<file path="src/rtl/multicycle_decoder.sv">
// Control FSM and instruction decoder for the multicycle ARMv4 datapath.
// Sequences fetch/decode/execute/memory/writeback, drives datapath selects
// and the ALU command, and raises unconditioned write requests that the
// downstream condition logic qualifies.
module multicycle_decoder #(
  parameter int unsigned STATE_W = 4
) (
  input  logic       clk,
  input  logic       reset,
  input  logic [1:0] Op,
  input  logic [5:0] Funct,
  input  logic [3:0] Rd,
  output logic       PCS,
  output logic       NextPC,
  output logic       RegW,
  output logic       MemW,
  output logic [1:0] FlagW,
  output logic       IRWrite,
  output logic       AdrSrc,
  output logic [1:0] ResultSrc,
  output logic       ALUSrcA,
  output logic [1:0] ALUSrcB,
  output logic [1:0] ImmSrc,
  output logic [1:0] RegSrc,
  output logic [1:0] ALUControl
);

  typedef enum logic [STATE_W-1:0] {
    FETCH,
    DECODE,
    MEMADR,
    MEMRD,
    MEMWB,
    MEMWR,
    EXECR,
    EXECI,
    ALUWB,
    BRANCH
  } state_t;

  state_t state;
  state_t next_state;

  // Ungated Moore write strobes; reset qualifies them below.
  logic       ir_write_raw;
  logic       next_pc_raw;
  logic       reg_w_raw;
  logic       mem_w_raw;
  logic       branch_raw;
  logic       alu_op;
  logic [1:0] flag_w_raw;

  // State register; reset abandons the current instruction and returns to FETCH.
  always_ff @(posedge clk or negedge reset) begin
    if (!reset) begin
      state <= FETCH;
    end else begin
      state <= next_state;
    end
  end

  // Instruction sequencing.
  always_comb begin
    next_state = FETCH;
    unique case (state)
      FETCH:  next_state = DECODE;
      DECODE: begin
        unique case (Op)
          2'b01:   next_state = MEMADR;
          2'b00:   next_state = Funct[5] ? EXECI : EXECR;
          2'b10:   next_state = BRANCH;
          default: next_state = FETCH;
        endcase
      end
      MEMADR: next_state = Funct[0] ? MEMRD : MEMWR;
      MEMRD:  next_state = MEMWB;
      MEMWB:  next_state = FETCH;
      MEMWR:  next_state = FETCH;
      EXECR:  next_state = ALUWB;
      EXECI:  next_state = ALUWB;
      ALUWB:  next_state = FETCH;
      BRANCH: next_state = FETCH;
      default: next_state = FETCH;
    endcase
  end

  // Per-state datapath selects and raw write strobes.
  always_comb begin
    ir_write_raw = 1'b0;
    next_pc_raw  = 1'b0;
    reg_w_raw    = 1'b0;
    mem_w_raw    = 1'b0;
    branch_raw   = 1'b0;
    alu_op       = 1'b0;
    AdrSrc       = 1'b0;
    ResultSrc    = 2'b00;
    ALUSrcA      = 1'b0;
    ALUSrcB      = 2'b00;
    unique case (state)
      FETCH: begin
        ALUSrcA      = 1'b1;
        ALUSrcB      = 2'b10;
        ResultSrc    = 2'b10;
        ir_write_raw = 1'b1;
        next_pc_raw  = 1'b1;
      end
      DECODE: begin
        ALUSrcA   = 1'b1;
        ALUSrcB   = 2'b10;
        ResultSrc = 2'b10;
      end
      MEMADR: ALUSrcB = 2'b01;
      MEMRD:  AdrSrc = 1'b1;
      MEMWB: begin
        ResultSrc = 2'b01;
        reg_w_raw = 1'b1;
      end
      MEMWR: begin
        AdrSrc    = 1'b1;
        mem_w_raw = 1'b1;
      end
      EXECR: alu_op = 1'b1;
      EXECI: begin
        ALUSrcB = 2'b01;
        alu_op  = 1'b1;
      end
      ALUWB: reg_w_raw = 1'b1;
      BRANCH: begin
        ALUSrcB    = 2'b01;
        ResultSrc  = 2'b10;
        branch_raw = 1'b1;
      end
      default: ;
    endcase
  end

  // ALU command and flag-write decode; unrecognised commands add without flags.
  always_comb begin
    logic known;
    logic add_sub;
    known      = 1'b1;
    add_sub    = 1'b0;
    ALUControl = 2'b00;
    if (alu_op) begin
      unique case (Funct[4:1])
        4'b0100: begin ALUControl = 2'b00; add_sub = 1'b1; end
        4'b0010: begin ALUControl = 2'b01; add_sub = 1'b1; end
        4'b0000: ALUControl = 2'b10;
        4'b1100: ALUControl = 2'b11;
        default: known = 1'b0;
      endcase
    end
    flag_w_raw = (alu_op && known) ? {Funct[0], Funct[0] & add_sub} : 2'b00;
  end

  // Reset masks every write request combinationally so nothing writes while held.
  assign IRWrite = ir_write_raw & reset;
  assign NextPC  = next_pc_raw & reset;
  assign RegW    = reg_w_raw & reset;
  assign MemW    = mem_w_raw & reset;
  assign FlagW   = flag_w_raw & {2{reset}};
  assign PCS     = (((Rd == 4'hF) & reg_w_raw) | branch_raw) & reset;

  assign ImmSrc = Op;
  assign RegSrc = {(Op == 2'b01), (Op == 2'b10)};

endmodule

</file>
<file path="config.mk">
export PLATFORM = sky130hd
export DESIGN_NAME = multicycle_decoder
export DESIGN_NICKNAME = d
export VERILOG_FILES = /design/src/rtl/multicycle_decoder.sv
export SDC_FILE = /design/constraint.sdc
export NUM_CORES = 1
export LEC_CHECK = 0
export CAP_MARGIN = 20
export CORE_UTILIZATION = 29
export CTS_BUF_LIST = sky130_fd_sc_hd__clkbuf_16
export DETAILED_ROUTE_END_ITERATION = 10
export GPL_ROUTABILITY_DRIVEN = 0
export PLACE_DENSITY = 0.76
export SLEW_MARGIN = 20
export SYNTH_ARGS = -nofsm -noshare
export SYNTH_HDL_FRONTEND = slang
export SYNTH_SLANG_ARGS = --single-unit
export TNS_END_PERCENT = 20
</file>
<file path="constraint.sdc">
create_clock -name clk -period 1.39 [get_ports clk]
set_input_delay 0.278 -clock clk [delete_from_list [all_inputs] [get_ports clk]]
set_output_delay 0.278 -clock clk [all_outputs]
set_load 0.01 [all_outputs]
</file>
==> results.yml, run 1 <==
run_status:
  status: "finished, violations left"
  violations: "setup timing"
place:
  dp_cells: 115
  placed_cell_area_sq_um: 875
  dpl.hpwl_mm: 1.04
  portBuffers: 32
  dp_slack_ns: -0.903
sta:
  tightest_slew_ns: 0.238
  finalCriticalPeriod_ns: 1.72
  setup_tns_ns: -2.71
  fin_crit_sh_pct: 123
  hold_ws_ns: 0.122
  timing.fmax_ghz: 0.583
  worst_clock_skew_ns: 0.000930
  fin_ws_ns: -0.326
  setup_viol_count_final: 14
  relSlewSlack_pct: 84.1
  finalHoldViolCount: 0
  rsz0062_at_grt: "yes"
  drv_slew: 0
synth:
  synthFlopType: "dfrtp_1"
  syn_inst: 59
  yosys_register_bits: 4
  syn_area_sq_um: 439
  ys_seq_area_share_pct: 22.8
  synth_edf_count: 0
  synth.avg_cell_area_sq_um: 7.44
  synth_area_leader_cell: "dfrtp_1"
  post_synth_num_cell_types: 28
  netlist.area_leader.share_pct: 22.8
  ys_async_sr_fraction_pct: 100
  synth_nets: 73
  netlist_top_cells_area: "dfrtp_1 (23%), nor3_1 (10%), nor2b_1 (7.1%)"
  synth_warnings: 0
final_layout:
  fin_util_pct: 72.6
  largest_reg_flops: 4
  stdcell_count: 123
  finalNetCount: 124
  drive_gt1_share_pct: 52.8
  syn2layout_area_growth_pct: 123
  post-route-cell-area_sq_um: 980
  regArea_sq_um: 101
  diodes: 0
  largest_registers: "state: 4 flops"
  fillers: 104
  regMostFlops: "state"
  multi_input_comb_area_sq_um: 363
routing:
  wire_per_inst_microns: 12.8
  vias: 627
  routed_via_density: 5.10
  firstDrtPassIters: 3
  ant_nets: 0
  drc: 0
  totalWireLength_mm: 1.57
  drt_iter0_markers: 4
grt:
  grt_use_total_pct: 20.7
  grt.overflow.total: 0
  grt_max_degree: 13
  antenna_found_initial: 0
  grt_pass1_vias: 574
  grt_pass1_wl_mm: 2.28
setup_path:
  end_kind: "primary output"
  crit_type: "register to primary output"
  start_kind: "register"
  r2r_slack_ns: 0.16
  required_ns: 1.11
  worstPathArrival_ns: 1.44
  critPathMaxFanout: 3
die:
  ios: 33
  die_width_microns: 40.9
  rows: 13
  start_util_pct: 32.5
  die_area_sq_um: 1670
  core_region_area_sq_um: 1350
  die_y_microns: 40.9
clocking:
  h-tree-depth: 1
  cts_made_buffers: 3
  cts_tree: "built"
  clock_path_buffers: 2
  cts.sinks: 4
  insertion_delay_ns: 0.22
  clkTransAtPathRegs_ns: 0.03
  cts-root-buf: "clkbuf_16"
  hold_buffers: 0
power_and_ir_drop:
  ir_drop_uv: 1260
  p_leak_nw: 0.477
  finalPower_mw: 1.97
  powerDensity_nw_per_um2: 2010
hold_path:
  hold_class: "input pin to asynchronous set/reset pin"
job:
  cap_violations: 0
==> metal layers <==
| layer | GRT usage (%) | share of wire, % |
|---|---|---|
| met1 | 23.5 | 41 |
| met2 | 37.5 | 50 |
| met3 | 3.80 | 9.0 |
| met4 | 7.50 | 0 |
| met5 | 0 | 0 |
==> critical path: stages, from the launching register on <==
cell	delay, ns
dfrtp_1	0.39
or4_4	0.53
a211oi_2	0.14
buf_2	0.15
==> final timing paths <==
| check | startpoint | endpoint | depth (start not counted) |
|---|---|---|---|
| max | state[3] | FlagW[1] | 3 |
| min | reset | state[3] | 2 |
| min reg2reg | state[3] | state[0] | 2 |
| max reg2reg | state[0] | state[2] | 4 |
| min in group clk | state[3] | state[0] | 2 |
| max in group asynchronous | reset | state[0] | 2 |
==> final cells by class <==
cell class                      count  area share [%]
Sequential cell                     4            10.3
Inverter                            3            1.15
Tap cell                           15            1.92
Clock buffer                        3            7.66
Multi-Input combinational cell     45            37.0
Timing Repair Buffer               53            41.9
==> layout by cell type (no fill, tap or decap), types with 2 or more instances in the layout <==
cell type / count
nor2b_1: 5
nor3_1: 2
dlygate4sd2_1: 10
clkbuf_16: 3
clkdlybuf4s50_1: 5
nand2b_4: 2
xnor2_1: 2
dlymetal6s2s_1: 2
inv_1: 3
nand2_1: 2
dfrtp_1: 3
buf_6: 4
buf_2: 15
buf_4: 17
nor3_2: 7
a21oi_1: 2
nor2_1: 2
==> cell usage after synthesis (all sizes together), types with 2 or more instances <==
library cell and number:
a211oi 2, a21oi 3, buf 6, dfrtp 4, inv 3, nand2 3
nand2b 3, nor2 3, nor2b 5, nor3 9, o21ai 2, xnor2 2
==> cells by family (layout without fill, tap and decap cells) <==
logic type	count (synthesis)	in the layout	share of synthesized area [%]
buffers and inverters	10	59	12.0
flip-flops	4	4	22.8
AND/OR/NAND/NOR	30	30	39.0
XOR/XNOR	3	3	5.98
AO/OA/AOI/OAI	12	12	20.2
==> power breakdown <==
group	total, mW	internal [mW]	switching [mW]
clock	0.444	0.367	0.0769
sequential	0.256	0.175	0.0808
combinational	1.27	0.679	0.592
==> what timing repair did <==
item / 4_1_cts / 5_1_grt
resized for setup: 69 / 22
buffers inserted: 1 / 4
pin swaps: 5 / 7
setup endpoints to repair: 19 / 16
No activity file was read; power rests on OpenSTA's default activity.
==> run 2, diff against run 1 <==
- CORE_UTILIZATION: 29 -> 32
- PLACE_DENSITY: 0.76 -> 0.8
- clock period: 1.39 -> 1.59 ns (I/O delays scaled with it)
==> results.yml, run 2 (synthesized netlist as in run 1, its figures left out) <==
final_layout:
  drive_gt1_share_pct: 49.1
  largest_registers: "state: 4 flops"
  diodes: 0
  final_common_cell: "buf_4"
  syn2layout_area_growth_pct: 116
  largest_reg_flops: 4
  finalNetCount: 122
  layout_common_cells: "buf_4 (15), buf_2 (13), dlygate4sd2_1 (10)"
  regMostFlops: "state"
die:
  rows: 12
  ios: 33
  start_util_pct: 37.0
  die_y_microns: 39.0
  core_region_area_sq_um: 1190
  die_width_microns: 39.0
  die_area_sq_um: 1520
routing:
  routed_via_density: 5.18
  vias: 621
  drt_iter0_markers: 9
  drc: 0
  totalWireLength_mm: 1.69
  ant_nets: 0
  wire_per_inst_microns: 14.1
  firstDrtPassIters: 4
setup_path:
  cp.depth: 4
  startpoint: "state[2]"
  end_kind: "primary output"
  required_ns: 1.27
  r2r_cells: 5
  slowest_delay_ns: 0.50
  r2r_slack_ns: 0.33
  worstPathArrival_ns: 1.46
  r2r_end: "state[1]"
  critPathSlowestCell: "or4_4"
  critical_path.endpoint: "FlagW[1]"
  path_cells: "nand2_2 > or4_4 > a211oi_2 > buf_2"
  start_kind: "register"
  cp_num_buf_inv: 1
  crit_family: "simple AND/OR/NAND/NOR gates"
  critPathMaxFanout: 3
  crit_type: "register to primary output"
  timing.rr.start: "state[1]"
hold_path:
  hold_class: "input pin to asynchronous set/reset pin"
sta:
  rsz0062_at_grt: "yes"
  fin_ws_ns: -0.189
  finalCriticalPeriod_ns: 1.78
  fin_crit_sh_pct: 112
  setup_viol_count_final: 10
  drv_slew: 0
  finalHoldViolCount: 0
  relSlewSlack_pct: 81.2
  timing.fmax_ghz: 0.562
  setup_tns_ns: -0.891
  tightest_slew_ns: 0.279
  worst_clock_skew_ns: 0.00467
clocking:
  clkTransAtPathRegs_ns: 0.03
  cts.sinks: 4
  h-tree-depth: 1
  cts-root-buf: "clkbuf_16"
  hold_buffers: 0
  clock_path_buffers: 2
  cts_tree: "built"
  cts_made_buffers: 3
  insertion_delay_ns: 0.22
grt:
  grt_pass1_vias: 542
  grt_use_total_pct: 23.1
  grt.overflow.total: 0
  antenna_found_initial: 0
  grt_pass1_wl_mm: 2.31
  grt_max_degree: 13
place:
  portBuffers: 32
  dpl.hpwl_mm: 1.12
power_and_ir_drop:
  ir_drop_uv: 1260
  finalPower_mw: 1.72
  p_leak_nw: 0.456
  powerDensity_nw_per_um2: 1820
job:
  cap_violations: 0
run_status:
  violations: "setup timing"
  status: "finished, violations left"
==> run 2: changes by cell type in the layout (fill, tap and decap cells not counted), sizes merged <==
cell / delta
clkbuf: +2
buf: -4
dlymetal6s2s: -1
clkdlybuf4s50: +1
==> run 2: timing repair <==
action / CTS / global route
setup buffers: 0 / 2
endpoints found under the setup margin: 19 / 14
pin swaps: 4 / 1
resized for setup: 71 / 22
==> run 2: power breakdown <==
part           leakage, nW  total, mW  internal (mW)  switching [mW]
clock network       0.0370      0.394          0.322          0.0726
logic                0.369       1.12          0.571           0.552
registers           0.0507      0.205          0.153          0.0516
==> run 2: routing by layer <==
metal / part of all wire (%) / global-route usage (%)
met1: 39 / 21.2
met2: 53 / 47.1
met3: 7.9 / 6.94
met4: 0 / 6.03
met5: 0 / 0
==> run 2: how the worst min path moves through the flow <==
stage | startpoint | endpoint | depth (start not counted)
2_1_floorplan | reset | state[0] | 0
3_3_place_gp | state[2] | state[0] | 2
3_5_place_dp | state[2] | state[2] | 2
4_1_cts | reset | state[3] | 2
5_1_grt | reset | state[3] | 2
6_report | reset | state[3] | 2
==> run 2: final cells by class <==
| type | count | area, sq um |
|---|---|---|
| timing repair buffer | 51 | 393 |
| tap | 14 | 17.5 |
| clock buffer | 3 | 75.1 |
| sequential | 4 | 101 |
| inverter | 3 | 11.3 |
| fill | 76 | 238 |
| multi-input combinational | 45 | 350 |
==> run 2: metrics by stage <==
stage | area, sq um | hold slack (ns) | std cells | util [%] | worst slack [ns]
global placement | 863 | 0.609 | 115 | 72.8 | -0.757
CTS | 916 | 0.139 | 118 | 77.2 | -0.201
finish | 948 | 0.138 | 120 | 80.0 | -0.189
detailed placement | 863 | 0.614 | 115 | 72.8 | -0.758
floorplan | 439 | 0.0224 | 59 | - | 0.0370
global route | 948 | 0.152 | 120 | 80.0 | -0.226
